===== src/rtl/ysyx_22041412_lsu_pkg.sv =====
// Shared encodings for the load/store unit: FSM states, func3 codes and byte masks.
package ysyx_22041412_lsu_pkg;

  typedef enum logic [1:0] {
    LsuIdle,
    LsuReq,
    LsuResp,
    LsuHold
  } lsu_state_e;

  // Load func3 encodings
  localparam logic [2:0] F3Lb  = 3'b000;
  localparam logic [2:0] F3Lh  = 3'b001;
  localparam logic [2:0] F3Lw  = 3'b010;
  localparam logic [2:0] F3Ld  = 3'b011;
  localparam logic [2:0] F3Lbu = 3'b100;
  localparam logic [2:0] F3Lhu = 3'b101;
  localparam logic [2:0] F3Lwu = 3'b110;
  localparam logic [2:0] F3Bad = 3'b111;

  // Store func3 encodings
  localparam logic [2:0] F3Sb = 3'b000;
  localparam logic [2:0] F3Sh = 3'b001;
  localparam logic [2:0] F3Sw = 3'b010;
  localparam logic [2:0] F3Sd = 3'b011;

  // Byte strobes for a lane-0 access of each size
  localparam logic [7:0] MaskB = 8'h01;
  localparam logic [7:0] MaskH = 8'h03;
  localparam logic [7:0] MaskW = 8'h0f;
  localparam logic [7:0] MaskD = 8'hff;

endpackage


===== src/rtl/ysyx_22041412_lsu_fmt.sv =====
// Combinational lane formatting: store strobes/data, load extraction/extension, misalignment.
module ysyx_22041412_lsu_fmt
  import ysyx_22041412_lsu_pkg::*;
#(
  parameter int unsigned XLEN = 64
) (
  input  logic [2:0]      addr_i,
  input  logic [2:0]      func3_i,
  input  logic [XLEN-1:0] sdata_i,
  input  logic [XLEN-1:0] rdata_i,
  output logic [7:0]      wmask_o,
  output logic [XLEN-1:0] wdata_o,
  output logic [XLEN-1:0] load_data_o,
  output logic            misalign_o
);

  logic [5:0]      shamt;
  logic [XLEN-1:0] lane;

  assign shamt = {addr_i, 3'b000};

  // Store strobes/data and the size-dependent alignment check
  always_comb begin
    wdata_o    = sdata_i << shamt;
    wmask_o    = '0;
    misalign_o = 1'b0;
    case (func3_i[1:0])
      F3Sb[1:0]: begin
        wmask_o    = MaskB << addr_i;
        misalign_o = 1'b0;
      end
      F3Sh[1:0]: begin
        wmask_o    = MaskH << addr_i;
        misalign_o = addr_i[0];
      end
      F3Sw[1:0]: begin
        wmask_o    = MaskW << addr_i;
        misalign_o = |addr_i[1:0];
      end
      F3Sd[1:0]: begin
        wmask_o    = MaskD << addr_i;
        misalign_o = |addr_i;
      end
    endcase
  end

  // Move the addressed lane to bit 0, then sign- or zero-extend by access width
  always_comb begin
    lane = rdata_i >> shamt;
    case (func3_i)
      F3Lb:    load_data_o = {{(XLEN-8){lane[7]}}, lane[7:0]};
      F3Lh:    load_data_o = {{(XLEN-16){lane[15]}}, lane[15:0]};
      F3Lw:    load_data_o = {{(XLEN-32){lane[31]}}, lane[31:0]};
      F3Ld:    load_data_o = lane;
      F3Lbu:   load_data_o = {{(XLEN-8){1'b0}}, lane[7:0]};
      F3Lhu:   load_data_o = {{(XLEN-16){1'b0}}, lane[15:0]};
      F3Lwu:   load_data_o = {{(XLEN-32){1'b0}}, lane[31:0]};
      default: load_data_o = lane;
    endcase
  end

endmodule


===== src/rtl/ysyx_22041412_lsu.sv =====
// Memory-access stage: one aligned 64-bit request per load/store, result to write-back.
module ysyx_22041412_lsu
  import ysyx_22041412_lsu_pkg::*;
#(
  parameter int unsigned XLEN     = 64,
  parameter int unsigned MAX_WAIT = 255
) (
  input  logic            clk,
  input  logic            rst,
  input  logic            ex_valid_i,
  output logic            ex_ready_o,
  input  logic [XLEN-1:0] ex_result_i,
  input  logic [XLEN-1:0] ex_sdata_i,
  input  logic            ex_load_i,
  input  logic            ex_store_i,
  input  logic [2:0]      ex_func3_i,
  input  logic [4:0]      ex_rd_i,
  output logic            mem_req_valid_o,
  input  logic            mem_req_ready_i,
  output logic [XLEN-1:0] mem_addr_o,
  output logic            mem_wen_o,
  output logic [XLEN-1:0] mem_wdata_o,
  output logic [7:0]      mem_wmask_o,
  input  logic            mem_resp_valid_i,
  input  logic [XLEN-1:0] mem_rdata_i,
  output logic            wb_valid_o,
  input  logic            wb_ready_i,
  output logic [XLEN-1:0] wb_result_o,
  output logic [4:0]      wb_rd_o,
  output logic            wb_err_o
);

  localparam int unsigned CntW = (MAX_WAIT > 0) ? $clog2(MAX_WAIT + 1) : 1;

  lsu_state_e      state_q, state_d;
  logic [XLEN-1:0] addr_q, addr_d;
  logic [XLEN-1:0] sdata_q, sdata_d;
  logic [2:0]      func3_q, func3_d;
  logic [4:0]      rd_q, rd_d;
  logic            load_q, load_d;
  logic            store_q, store_d;
  logic [XLEN-1:0] result_q, result_d;
  logic            err_q, err_d;
  logic [CntW-1:0] cnt_q, cnt_d;

  logic            busy;
  logic            accept;
  logic            ex_is_store;
  logic            ex_illegal;
  logic            timeout;
  logic [2:0]      fmt_addr;
  logic [2:0]      fmt_func3;
  logic [7:0]      fmt_wmask;
  logic [XLEN-1:0] fmt_wdata;
  logic [XLEN-1:0] fmt_load;
  logic            fmt_misalign;
  logic            req_store;

  assign busy       = (state_q == LsuReq) || (state_q == LsuResp);
  // Combinational from wb_ready_i so pass-through ops sustain one per cycle
  assign ex_ready_o = (state_q == LsuIdle) || ((state_q == LsuHold) && wb_ready_i);
  assign accept     = ex_valid_i && ex_ready_o;

  // A load flag wins if both flags are set
  assign ex_is_store = ex_store_i && !ex_load_i;
  assign ex_illegal  = (ex_load_i && (ex_func3_i == F3Bad)) || (ex_is_store && ex_func3_i[2]);
  assign timeout     = (MAX_WAIT != 0) && (cnt_q == CntW'(MAX_WAIT));

  // Accepts only happen outside REQ/RESP, so one formatter serves both the
  // incoming alignment check and the in-flight lane formatting.
  assign fmt_addr  = busy ? addr_q[2:0] : ex_result_i[2:0];
  assign fmt_func3 = busy ? func3_q : ex_func3_i;

  ysyx_22041412_lsu_fmt #(
    .XLEN (XLEN)
  ) u_fmt (
    .addr_i      (fmt_addr),
    .func3_i     (fmt_func3),
    .sdata_i     (sdata_q),
    .rdata_i     (mem_rdata_i),
    .wmask_o     (fmt_wmask),
    .wdata_o     (fmt_wdata),
    .load_data_o (fmt_load),
    .misalign_o  (fmt_misalign)
  );

  assign req_store       = (state_q == LsuReq) && store_q;
  assign mem_req_valid_o = (state_q == LsuReq);
  assign mem_addr_o      = mem_req_valid_o ? {addr_q[XLEN-1:3], 3'b000} : '0;
  assign mem_wen_o       = req_store;
  assign mem_wdata_o     = req_store ? fmt_wdata : '0;
  assign mem_wmask_o     = req_store ? fmt_wmask : '0;

  assign wb_valid_o  = (state_q == LsuHold);
  assign wb_result_o = result_q;
  assign wb_rd_o     = rd_q;
  assign wb_err_o    = err_q;

  // Next-state: transaction progress, timeout, then new-op capture on accept
  always_comb begin
    state_d  = state_q;
    addr_d   = addr_q;
    sdata_d  = sdata_q;
    func3_d  = func3_q;
    rd_d     = rd_q;
    load_d   = load_q;
    store_d  = store_q;
    result_d = result_q;
    err_d    = err_q;
    cnt_d    = cnt_q;

    unique case (state_q)
      LsuIdle: state_d = LsuIdle;
      LsuReq: begin
        cnt_d = cnt_q + CntW'(1);
        if (timeout) begin
          state_d  = LsuHold;
          result_d = addr_q;
          err_d    = 1'b1;
        end else if (mem_req_ready_i) begin
          state_d = LsuResp;
        end
      end
      LsuResp: begin
        cnt_d = cnt_q + CntW'(1);
        if (timeout) begin
          state_d  = LsuHold;
          result_d = addr_q;
          err_d    = 1'b1;
        end else if (mem_resp_valid_i) begin
          state_d  = LsuHold;
          result_d = store_q ? '0 : fmt_load;
          err_d    = 1'b0;
        end
      end
      LsuHold: begin
        if (wb_ready_i) begin
          state_d = LsuIdle;
          err_d   = 1'b0;
        end
      end
      default: state_d = LsuIdle;
    endcase

    if (accept) begin
      addr_d   = ex_result_i;
      sdata_d  = ex_sdata_i;
      func3_d  = ex_func3_i;
      rd_d     = ex_rd_i;
      load_d   = ex_load_i;
      store_d  = ex_is_store;
      result_d = ex_result_i;
      err_d    = 1'b0;
      if (ex_load_i || ex_store_i) begin
        if (ex_illegal || fmt_misalign) begin
          state_d = LsuHold;
          err_d   = 1'b1;
        end else begin
          state_d = LsuReq;
          cnt_d   = '0;
        end
      end else begin
        state_d = LsuHold;
      end
    end
  end

  // State and captured-op registers
  always_ff @(posedge clk or negedge rst) begin
    if (!rst) begin
      state_q  <= LsuIdle;
      addr_q   <= '0;
      sdata_q  <= '0;
      func3_q  <= '0;
      rd_q     <= '0;
      load_q   <= 1'b0;
      store_q  <= 1'b0;
      result_q <= '0;
      err_q    <= 1'b0;
      cnt_q    <= '0;
    end else begin
      state_q  <= state_d;
      addr_q   <= addr_d;
      sdata_q  <= sdata_d;
      func3_q  <= func3_d;
      rd_q     <= rd_d;
      load_q   <= load_d;
      store_q  <= store_d;
      result_q <= result_d;
      err_q    <= err_d;
      cnt_q    <= cnt_d;
    end
  end

endmodule


===== config.mk =====
export PLATFORM = sky130hd
export DESIGN_NAME = ysyx_22041412_lsu
export DESIGN_NICKNAME = d
export VERILOG_FILES = /design/src/rtl/ysyx_22041412_lsu_pkg.sv /design/src/rtl/ysyx_22041412_lsu_fmt.sv /design/src/rtl/ysyx_22041412_lsu.sv
export SDC_FILE = /design/constraint.sdc
export NUM_CORES = 1
export LEC_CHECK = 0
export BUFFER_PORTS_ARGS = -buffer_cell sky130_fd_sc_hd__buf_4
export CAP_MARGIN = 30
export CORE_MARGIN = 2
export CORE_UTILIZATION = 52
export CTS_CLUSTER_SIZE = 12
export DETAILED_ROUTE_END_ITERATION = 6
export PLACE_DENSITY = 0.78
export SLEW_MARGIN = 30
export SYNTH_ARGS = -nofsm -noshare
export SYNTH_HDL_FRONTEND = slang
export SYNTH_SLANG_ARGS = --single-unit

===== constraint.sdc =====
create_clock -name clk -period 3.6 [get_ports clk]
set_input_delay 0.18 -clock clk [delete_from_list [all_inputs] [get_ports clk]]
set_output_delay 0.18 -clock clk [all_outputs]
set_load 0.01 [all_outputs]

### Yosys cells after proc, flatten, opt, wreduce, memory -nomap -nowiden

Index checks and enable logic that the tools add are counted.

| storage, ports and cells | value |
|---|---|
| output and inout port bits | 210 |
| flip-flop bits (word level) | 212 |
| input bits | 208 |

| cells by class | value |
|---|---|
| shifts and indexed selects | 6 |
| equality and inequality tests | 17 |
| multiplexer cells | 35 |
| reduce and logical (&&, ||, !) cells | 23 |
| $add $sub $neg | 1 |

Operators by type and width:

| kind | number |
|---|---|
| 64-bit 2-to-1 mux | 7 |
| 64-bit one-hot mux with 6 select lines | 1 |
| 64-bit one-hot mux with 2 select lines | 1 |
| 64-bit by 6-bit left shift with 64-bit output | 1 |
| 64-bit by 6-bit >> shifter with 64-bit output | 1 |
| 8-bit 2-to-1 mux | 5 |
| 8-bit one-hot mux with 4 select lines | 1 |
| 2-bit 2-to-1 mux | 8 |
| 3-bit equality test (second input constant) | 4 |
| 8-bit by 1-bit adder with 8-bit output (second input constant) | 1 |
| 2-bit equality test (second input constant) | 4 |
| 8-bit equality test (second input constant) | 1 |
| 2-bit one-hot mux with 4 select lines | 1 |
| 1-bit by 3-bit left shift with 8-bit output (first input constant) | 1 |
| 2-bit by 3-bit left shift with 8-bit output (first input constant) | 1 |
| 4-bit by 3-bit left shift with 8-bit output (first input constant) | 1 |
| 8-bit by 3-bit left shift with 8-bit output (first input constant) | 1 |
| 1-bit 2-to-1 mux | 7 |
| 1-bit logical AND | 6 |
| 3-bit 2-to-1 mux | 2 |
| 3-bit by 1-bit inequality test with 1-bit output (second input constant) | 2 |
| 3-bit AND reduction | 2 |
| 1-bit logical OR | 5 |
| 2-bit by 1-bit equality test with 1-bit output (second input constant) | 2 |
| other kinds (14) | 16 |

### Logic depth before layout (Yosys ltp)

Gate-level depths: netlist of run 1.

| logic depth | value |
|---|---|
| depth after elaboration | 10 |
| depth in mapped cells | 12 |

### Modules after synthesis

Synthesis of run 1 repeated with hierarchy kept, for this count alone.

| second synthesis, totals | value |
|---|---|
| cell total of the unflattened synthesis | 1763 |
| area total of the unflattened synthesis | 16106.7 µm² |

Modules (own cells, without submodules):

| module | instances | area an instance (µm²) | cells each | sequential area each (µm²) |
|---|---|---|---|---|
| ysyx_22041412_lsu | 1 | 11979.0 | 1217 | 5305.1 |
| ysyx_22041412_lsu_fmt | 1 | 4127.7 | 546 | 0.0 |

### Worst setup path after synthesis of run 1

OpenSTA, ideal clock, no wires.

| timing path | value |
|---|---|
| path kind | reg2out |
| start point | register state_q[0] |
| end point | output port mem_wdata_o[0] |
| setup slack | 904 ps |
| required time | 3420 ps |
| stages on the path, launching flop included | 10 |
| data arrival time | 2516 ps |
| path through | dfrtp_1 inv_1 ha_1 buf_6 mux2_4 buf_6 buf_2 clkbuf_1 nor3_1 and2_1 |

| on the way | value |
|---|---|
| cells in the longest elaborated chain, start to end | 5 |

Ends and longest elaborated chain:

| item | line | source |
|---|---|---|
| start, declared | ysyx_22041412_lsu.sv:35 | `lsu_state_e state_q, state_d;` |
| start signal, assigned | ysyx_22041412_lsu.sv:171 | `state_q <= LsuIdle;` |
| start signal, assigned | ysyx_22041412_lsu.sv:182 | `state_q <= state_d;` |
| 2-bit by 1-bit equality test with 1-bit output or 2-bit equality test (tied branches) | ysyx_22041412_lsu.sv:59, ysyx_22041412_lsu.sv:87 |  |
| 1-bit logical OR | ysyx_22041412_lsu.sv:59 | `assign busy = (state_q == LsuReq) \|\| (state_q == LsuResp);` |
| 3-bit 2-to-1 mux | ysyx_22041412_lsu.sv:71 | `assign fmt_addr = busy ? addr_q[2:0] : ex_result_i[2:0];` |
| 64-bit by 6-bit left shift with 64-bit output | ysyx_22041412_lsu_fmt.sv:24 | `wdata_o = sdata_i << shamt;` |
| 64-bit 2-to-1 mux * | ysyx_22041412_lsu.sv:91 | `assign mem_wdata_o = req_store ? fmt_wdata : '0;` |
| end, declared | ysyx_22041412_lsu.sv:22 | `output logic [XLEN-1:0] mem_wdata_o,` |

Every way passes the cells marked *; elsewhere a longest branch is shown, timed or not.

### Worst setup path in the final report of run 1

| timing path | value |
|---|---|
| start point | register state_q[0] |
| end point | output port mem_wdata_o[51] |

The elaborated chain is that of the path after synthesis.

==> summary.txt, run 1 <==
STA
  • Final setup violation count: 0
  • Fin crit period: 3.44 ns
  • Hold slack: 0.0295 ns
  • Final WS setup: 0.157 ns
  • Fmax: 290 MHz
  • Worst slew margin: 38.8%
  • Final worst-path cycle share: 95.6%
  • Post-route setup TNS: 0 ns
  • RSZ-0062 raised after global routing: no
  • Setup Skew: 0.0120 ns
  • Final Hold Viols: 0
  • Tightest Pin Transition: 0.915 ns
  • Max-slew violations: 0

Pwr
  • Clock network fraction of total power: 12.9%
  • Sw Ratio: 49.3%
  • Leakage: 9.41 nW
  • Psw: 9.61 mW
  • VDD IR max: 0.592 mV
  • Internal cell power: 9.88 mW
  • Comb pwr share: 63.0%
  • Design Power: 19.5 mW
  • Seq pwr share: 24.1%
  • Power per cell area: 1040 mW/mm^2

Synth
  • EDFF count, synth: 0
  • Yosys warnings: 0
  • Register area share after synthesis: 40.3%
  • Share of the synthesized area in the top cell type: 40.3%
  • Compound-Gate Fraction of Synth Area: 15.9%
  • Seq cells post-synth: 212
  • Synth async-reset ratio: 100%
  • Count leader, synth: nand2_1
  • Commonest cells post-synth: 607 x nand2_1, 212 x dfrtp_1, 153 x nor2_1, 100 x mux2i_1, 96 x clkbuf_1
  • Simple-Gate Fraction of Synth Area: 29.1%
  • Largest family of logic cells by synthesized area: simple AND/OR/NAND/NOR gates
  • Top FF cell, synth: dfrtp_1
  • Synth Area in XOR/XNOR: 0.466%
  • Syn_area_per_cell: 7.76 sq um
  • Largest cells by area after synthesis: dfrtp_1 40%, nand2_1 17%, mux2i_1 7.6%, nor2_1 4.4%, and2_1 3.7%
  • Synth Cell Area: 0.0132 sq mm
  • Synth unique cells: 55
  • Mux share of post-synthesis cell area: 9.03%
  • Post-Synthesis Cells: 1,697
  • Most area-hungry cell type in the Yosys netlist: dfrtp_1
  • Synth Area in Adders: 0.570%

Hold path
  • Worst hold stages: 3
  • Hold Crit Start: mem_rdata_i[57]
  • Worst hold path class: in -> reg
  • Hold EP: wb_result_o[57]

Cells and area
  • Final #Nets: 2,395
  • Layout cells sized above 1: 24.5%
  • Filler cells: 1,811
  • Reg area: 0.00531 sq mm
  • Final Util: 75.0%
  • Diode count: 0
  • Multi-input logic area: 0.00736 sq mm
  • Layout area overhead: 42.7%

Critical path
  • Crit path DAT: 3.26 ns
  • Worst Path Required: 3.42 ns
  • Startpoint types: flop
  • R2R Setup Slk: 0.52 ns
  • Crit path kind: reg -> out
  • Worst-path maximum fanout: 32
  • R2R Path End: wb_result_o[16]
  • R2r startpoint: state_q[0]
  • Endpoint class of the critical path: output pin
  • Worst Reg-to-Reg Cells: 8

Floorplanning
  • Die area: 0.0266 sq mm
  • Initial Util: 52.6%
  • Ports: 418
  • Die H: 163 um
  • Die width: 163 um
  • CORE AREA: 0.0250 sq mm
  • Rows: 58

Placement
  • Buffers on Ports: 414
  • Final HPWL DP: 38,400 um
  • Final Wtd Congestion: 0.996
  • Place WS: 0.303 ns

CTS
  • TritonCTS clock tree: yes
  • Root Buffer: clkbuf_16
  • Post-CTS setup buffers: 0
  • Clock Path Buffers: 3
  • Clock Sinks: 212
  • H-tree depth: 1
  • Num CTS Buffers: 24
  • CTS clk-pin slew, worst paths: 0.06 ns
  • Worst-skew pair later-pin latency: 0.53 ns

Detailed routing
  • Metal-1 WL: 20,400 um
  • Vias post-DR: 15,200
  • Final wirelength: 55,900 um
  • DRT Pass-1 Iters: 5
  • Routed Antenna Nets: 0
  • Avg Vias per Cell: 6.01
  • WL met2: 27,000 um
  • Routed wl met3: 4820 um
  • Highest metal used: met4
  • DRT iter0 DRCs: 1,660
  • DRC errors left: 0
  • DR WL/cell: 22.1 um

Global routing
  • Largest net degree at the start of global routing: 119
  • Vias in the first global route: 15,000
  • Initial antenna violation count: 0
  • Total track usage: 40.5%
  • First-pass GRT wire length: 84,100 um
  • Remaining Overflow, GRT: 0

Flow run
  • Max-Cap Viols: 0

Status
  • Outcome: complete, no violations
==> power by group through the flow <==
stage / Combinational [mW] / Sequential, mW / Clock, mW
detailed placement: 11.8 / 4.66 / 0
CTS: 12.0 / 4.63 / 2.51
global placement: 11.5 / 4.63 / 0
global route: 13.2 / 4.77 / 2.61
finish: 12.3 / 4.69 / 2.52
floorplan: 7.72 / 4.45 / 0
==> per-stage QoR <==
| step | cells | instance area (sq um) |
|---|---|---|
| 2_1_floorplan | 1699 | 13200 |
| 3_3_place_gp | 2346 | 16600 |
| 3_5_place_dp | 2346 | 16600 |
| 4_1_cts | 2527 | 18800 |
| 5_1_grt | 2527 | 18800 |
| 6_report | 2527 | 18800 |
==> how the worst max path moves through the flow <==
stage                     startpoint         endpoint  slack, ns  depth (start not counted)
after CTS                 state_q[0]  mem_wdata_o[51]       0.03                          9
after global routing      state_q[1]  mem_wdata_o[11]       0.04                          9
after global placement    state_q[0]  wb_result_o[53]       0.38                          9
after detailed placement  state_q[0]  wb_result_o[60]       0.30                          8
after floorplan           state_q[0]   mem_wdata_o[0]       0.90                          9
final                     state_q[0]  mem_wdata_o[51]       0.16                          9
==> cells by family after synthesis <==
logic type,after synthesis
buf+inv,141
mux,112
flops,212
fa+ha+maj,6
other cells,1
xor+xnor,7
simple gates,926
compound gates,292
==> worst max-delay path, stage by stage, from the launching register on <==
cell	delay [ns]
dfrtp_1	0.40
inv_1	0.12
ha_4	0.41
mux2_4	0.41
buf_6	0.24
nor2_1	0.12
buf_4	0.24
a21oi_1	0.14
a211oi_1	0.45
buf_4	0.21
==> flip-flops by register name, summed over array words and instances (netlist names) <==
name and cells:
store_q 1, func3_q 3, wb_err_o 1, addr_q 64
wb_result_o 64, cnt_q 8, state_q 2, sdata_q 64
wb_rd_o 5
==> cells in the final DEF, fill, tap and decap left out, types with 4 or more instances in the layout <==
cell,synthesis,layout
o211ai_1,21,21
mux2_2,6,6
a21oi_1,82,82
o22a_1,7,7
nand2b_1,4,4
clkbuf_1,96,7
nor3_1,5,5
nand3_1,59,59
a211oi_1,12,12
dlygate4sd3_1,0,139
xor2_1,6,6
clkbuf_8,0,4
nand4_1,4,4
a31oi_1,17,17
mux2i_4,1,4
inv_1,5,5
ha_1,6,4
a21o_1,8,8
clkbuf_16,0,26
buf_12,0,6
o22ai_1,13,13
mux2i_1,100,97
a221oi_1,54,54
nor2_1,153,152
o22ai_2,20,20
o221ai_1,16,16
nand2_1,607,604
and2_1,78,78
buf_4,3,443
dfrtp_1,212,212
o21ai_0,26,25
==> layer usage <==
layer | global-route usage, % | vias to the layer above
li1 | - | 6729
met1 | 48.6 | 7226
met2 | 68.9 | 989
met3 | 7.19 | 240
met4 | 22.8 | 0
met5 | 0 | -
==> what timing repair did <==
item | CTS | global route
endpoints found under the hold margin | 252 | 0
resized for setup | 1 | 6
setup endpoints to repair | 38 | 37
hold buffers | 139 | 0
==> final cells by class <==
class	count	area share, %
clock buffers	36	3.76
multi-input cells	1346	39.2
clock inverters	6	0.459
repair buffers	592	26.1
flip-flops and latches	212	28.2
well taps	330	2.20
inverters	5	0.0999
Note: power is estimated with default switching activity, not from simulation.
==> run 2, diff against run 1 <==
SETUP_SLACK_MARGIN = 0.2   (was unset)
==> run 2 against run 1 <==
  * Design area is 0.90% higher
  * Flip-flop and latch count stayed put
  * Hold slack hardly changed
==> summary.txt, run 2 (same netlist as run 1, synthesis figures left out) <==
Floorplanning
  • Initial Util: 52.6% (unchanged)
  • CORE AREA: 0.0250 sq mm (unchanged)
  • Die H: 163 um (unchanged)
  • Die width: 163 um (unchanged)
  • Die area: 0.0266 sq mm (unchanged)
  • Rows: 58 (unchanged)
  • Ports: 418 (unchanged)

Status
  • Outcome: complete, no violations

Placement
  • Place WS: 0.303 ns (unchanged)
  • Buffers on Ports: 414 (unchanged)
  • Final Wtd Congestion: 0.996 (unchanged)
  • Final HPWL DP: 38,400 um (unchanged)

STA
  • Final worst-path cycle share: 93.1% (-2.6 points)
  • Setup Skew: 0.0208 ns (+0.00874 ns)
  • Max-slew violations: 0 (unchanged)
  • Post-route setup TNS: 0 ns (unchanged)
  • Final WS setup: 0.250 ns (+0.0928 ns)
  • Tightest Pin Transition: 0.915 ns (-0.000183 ns)
  • Worst slew margin: 39.0% (+0.24 points)
  • Final Hold Viols: 0 (unchanged)
  • Final setup violation count: 0 (unchanged)
  • Fmax: 298 MHz (+2.8%)
  • Fin crit period: 3.35 ns (-0.0928 ns)
  • RSZ-0062 raised after global routing: yes

Critical path
  • Endpoint class of the critical path: output pin
  • Critical path endpoint: mem_wdata_o[59]
  • Worst Path Required: 3.42 ns (about the same)
  • Crit path kind: reg -> out
  • Slowest-stage cell, CP: dfrtp_1
  • Worst-path maximum fanout: 32 (unchanged)
  • R2R Path End: wb_result_o[12]
  • CP cell instances: inv_1 > ha_4 > mux2_4 > buf_6 > mux2i_2 > mux2i_1 > nand2_1 > a21oi_1 > buf_4
  • Worst path depth: 9 (unchanged)
  • Max stage delay on crit path: 0.40 ns (-0.05 ns)
  • CP bufs+invs: 3 (-1)
  • R2r startpoint: state_q[0]
  • Worst Reg-to-Reg Cells: 7 (-1)
  • Startpoint types: flop
  • Worst Setup SP: state_q[0]
  • R2R Setup Slk: 0.54 ns (+0.02 ns)
  • CP top delay family: multiplexers
  • Crit path DAT: 3.17 ns (-0.09 ns)

Hold path
  • Worst hold stages: 3 (unchanged)
  • Worst hold path class: in -> reg

Cells and area
  • Filler cells: 1,798 (-0.72%)
  • Layout area overhead: 43.9%
  • Diode count: 0 (unchanged)
  • Layout cells sized above 1: 25.4% (+0.94 points)
  • Commonest non-fill, non-tap cell in the layout: nand2_1
  • Multi-input logic area: 0.00741 sq mm (+0.68%)
  • Final #Nets: 2,404 (+0.38%)
  • Reg area: 0.00531 sq mm (unchanged)
  • Most frequent cells in the layout: 603 x nand2_1, 448 x buf_4, 212 x dfrtp_1

Global routing
  • Total track usage: 40.7% (+0.16 points)
  • First-pass GRT wire length: 84,400 um (+0.35%)
  • Remaining Overflow, GRT: 0 (unchanged)
  • Largest net degree at the start of global routing: 119 (unchanged)
  • Vias in the first global route: 15,000 (+0.45%)
  • Initial antenna violation count: 0 (unchanged)

Detailed routing
  • Final wirelength: 56,500 um (+1.0%)
  • DR WL/cell: 22.3 um (+0.65%)
  • Vias post-DR: 15,400 (+1.2%)
  • DRT iter0 DRCs: 1,804 (+8.7%)
  • Routed Antenna Nets: 0 (unchanged)
  • DRC errors left: 0 (unchanged)
  • DRT Pass-1 Iters: 6 (+1)
  • Avg Vias per Cell: 6.06 (+0.88%)

CTS
  • Root Buffer: clkbuf_16
  • H-tree depth: 1 (unchanged)
  • Worst-skew pair later-pin latency: 0.53 ns (about the same)
  • Clock Path Buffers: 3 (unchanged)
  • Num CTS Buffers: 24 (unchanged)
  • Clock Sinks: 212 (unchanged)
  • TritonCTS clock tree: yes
  • CTS clk-pin slew, worst paths: 0.06 ns (about the same)

Pwr
  • Design Power: 19.8 mW (+1.9%)
  • Power per cell area: 1050 mW/mm^2 (+0.97%)
  • VDD IR max: 0.597 mV (+0.94%)
  • Leakage: 9.47 nW (+0.64%)

Flow run
  • Max-Cap Viols: 0 (unchanged)
-- run 2: cell count changes in the layout (fill, tap and decap cells not counted), moves of 2 or more --
cell       previous run  this run
nor2_2                1         6
mux2i_1              97        94
clkbuf_16            26        28
a211oi_2              0         4
a211oi_1             12         8
nor2_1              152       147
mux2i_2               0         3
buf_4               443       448
-- run 2: layer usage --
| metal | wire length [um] | global-route usage [%] |
|---|---|---|
| met4 | 3770 | 23.5 |
| met5 | 0 | 0 |
| met1 | 20400 | 48.7 |
| met2 | 27300 | 68.9 |
| met3 | 4980 | 7.39 |
-- run 2: power by group --
part / internal (mW) / total (mW) / switching [mW]
clock: 1.49 / 2.52 / 1.03
sequential: 3.61 / 4.70 / 1.08
combinational: 4.98 / 12.6 / 7.65
-- run 2: repair_timing --
item,in CTS,in global routing
endpoints found under the setup margin,66,47
setup buffers,0,6
cloned,0,3
resized for setup,4,17
hold buffers,139,0
pin swaps,0,1
hold endpoints to repair,252,0
-- run 2: worst min path at each step --
stage                     from               to  slack, ns
2_1_floorplan              rst        addr_q[0]      -0.12
3_3_place_gp               rst       addr_q[20]       0.32
3_5_place_dp               rst       addr_q[22]       0.32
4_1_cts        mem_rdata_i[59]  wb_result_o[59]      0.002
5_1_grt        mem_rdata_i[60]  wb_result_o[60]       0.03
6_report       mem_rdata_i[59]  wb_result_o[59]       0.03
-- run 2: area by class of cell --
type	instances	share of cell area, %
Multi-Input combinational cell	1346	39.1
Sequential cell	212	28.0
Timing Repair Buffer	601	26.5
Clock buffer	36	3.73
Tap cell	330	2.18
Clock inverter	6	0.455
Inverter	5	0.0990
-- run 2: tightest hold or removal path, stage by stage --
cell	delay, ns
buf_4	0.12
a21oi_1	0.08
o22ai_1	0.12
-- run 2: metrics by stage --
step	area [sq um]	cells	hold WS (ns)	utilization, %
3_3_place_gp	16600	2346	0.323	66.2
2_1_floorplan	13200	1699	-0.116	-
5_1_grt	19000	2536	0.0339	75.7
3_5_place_dp	16600	2346	0.319	66.2
6_report	19000	2536	0.0292	75.7
4_1_cts	18800	2527	0.00228	75.0
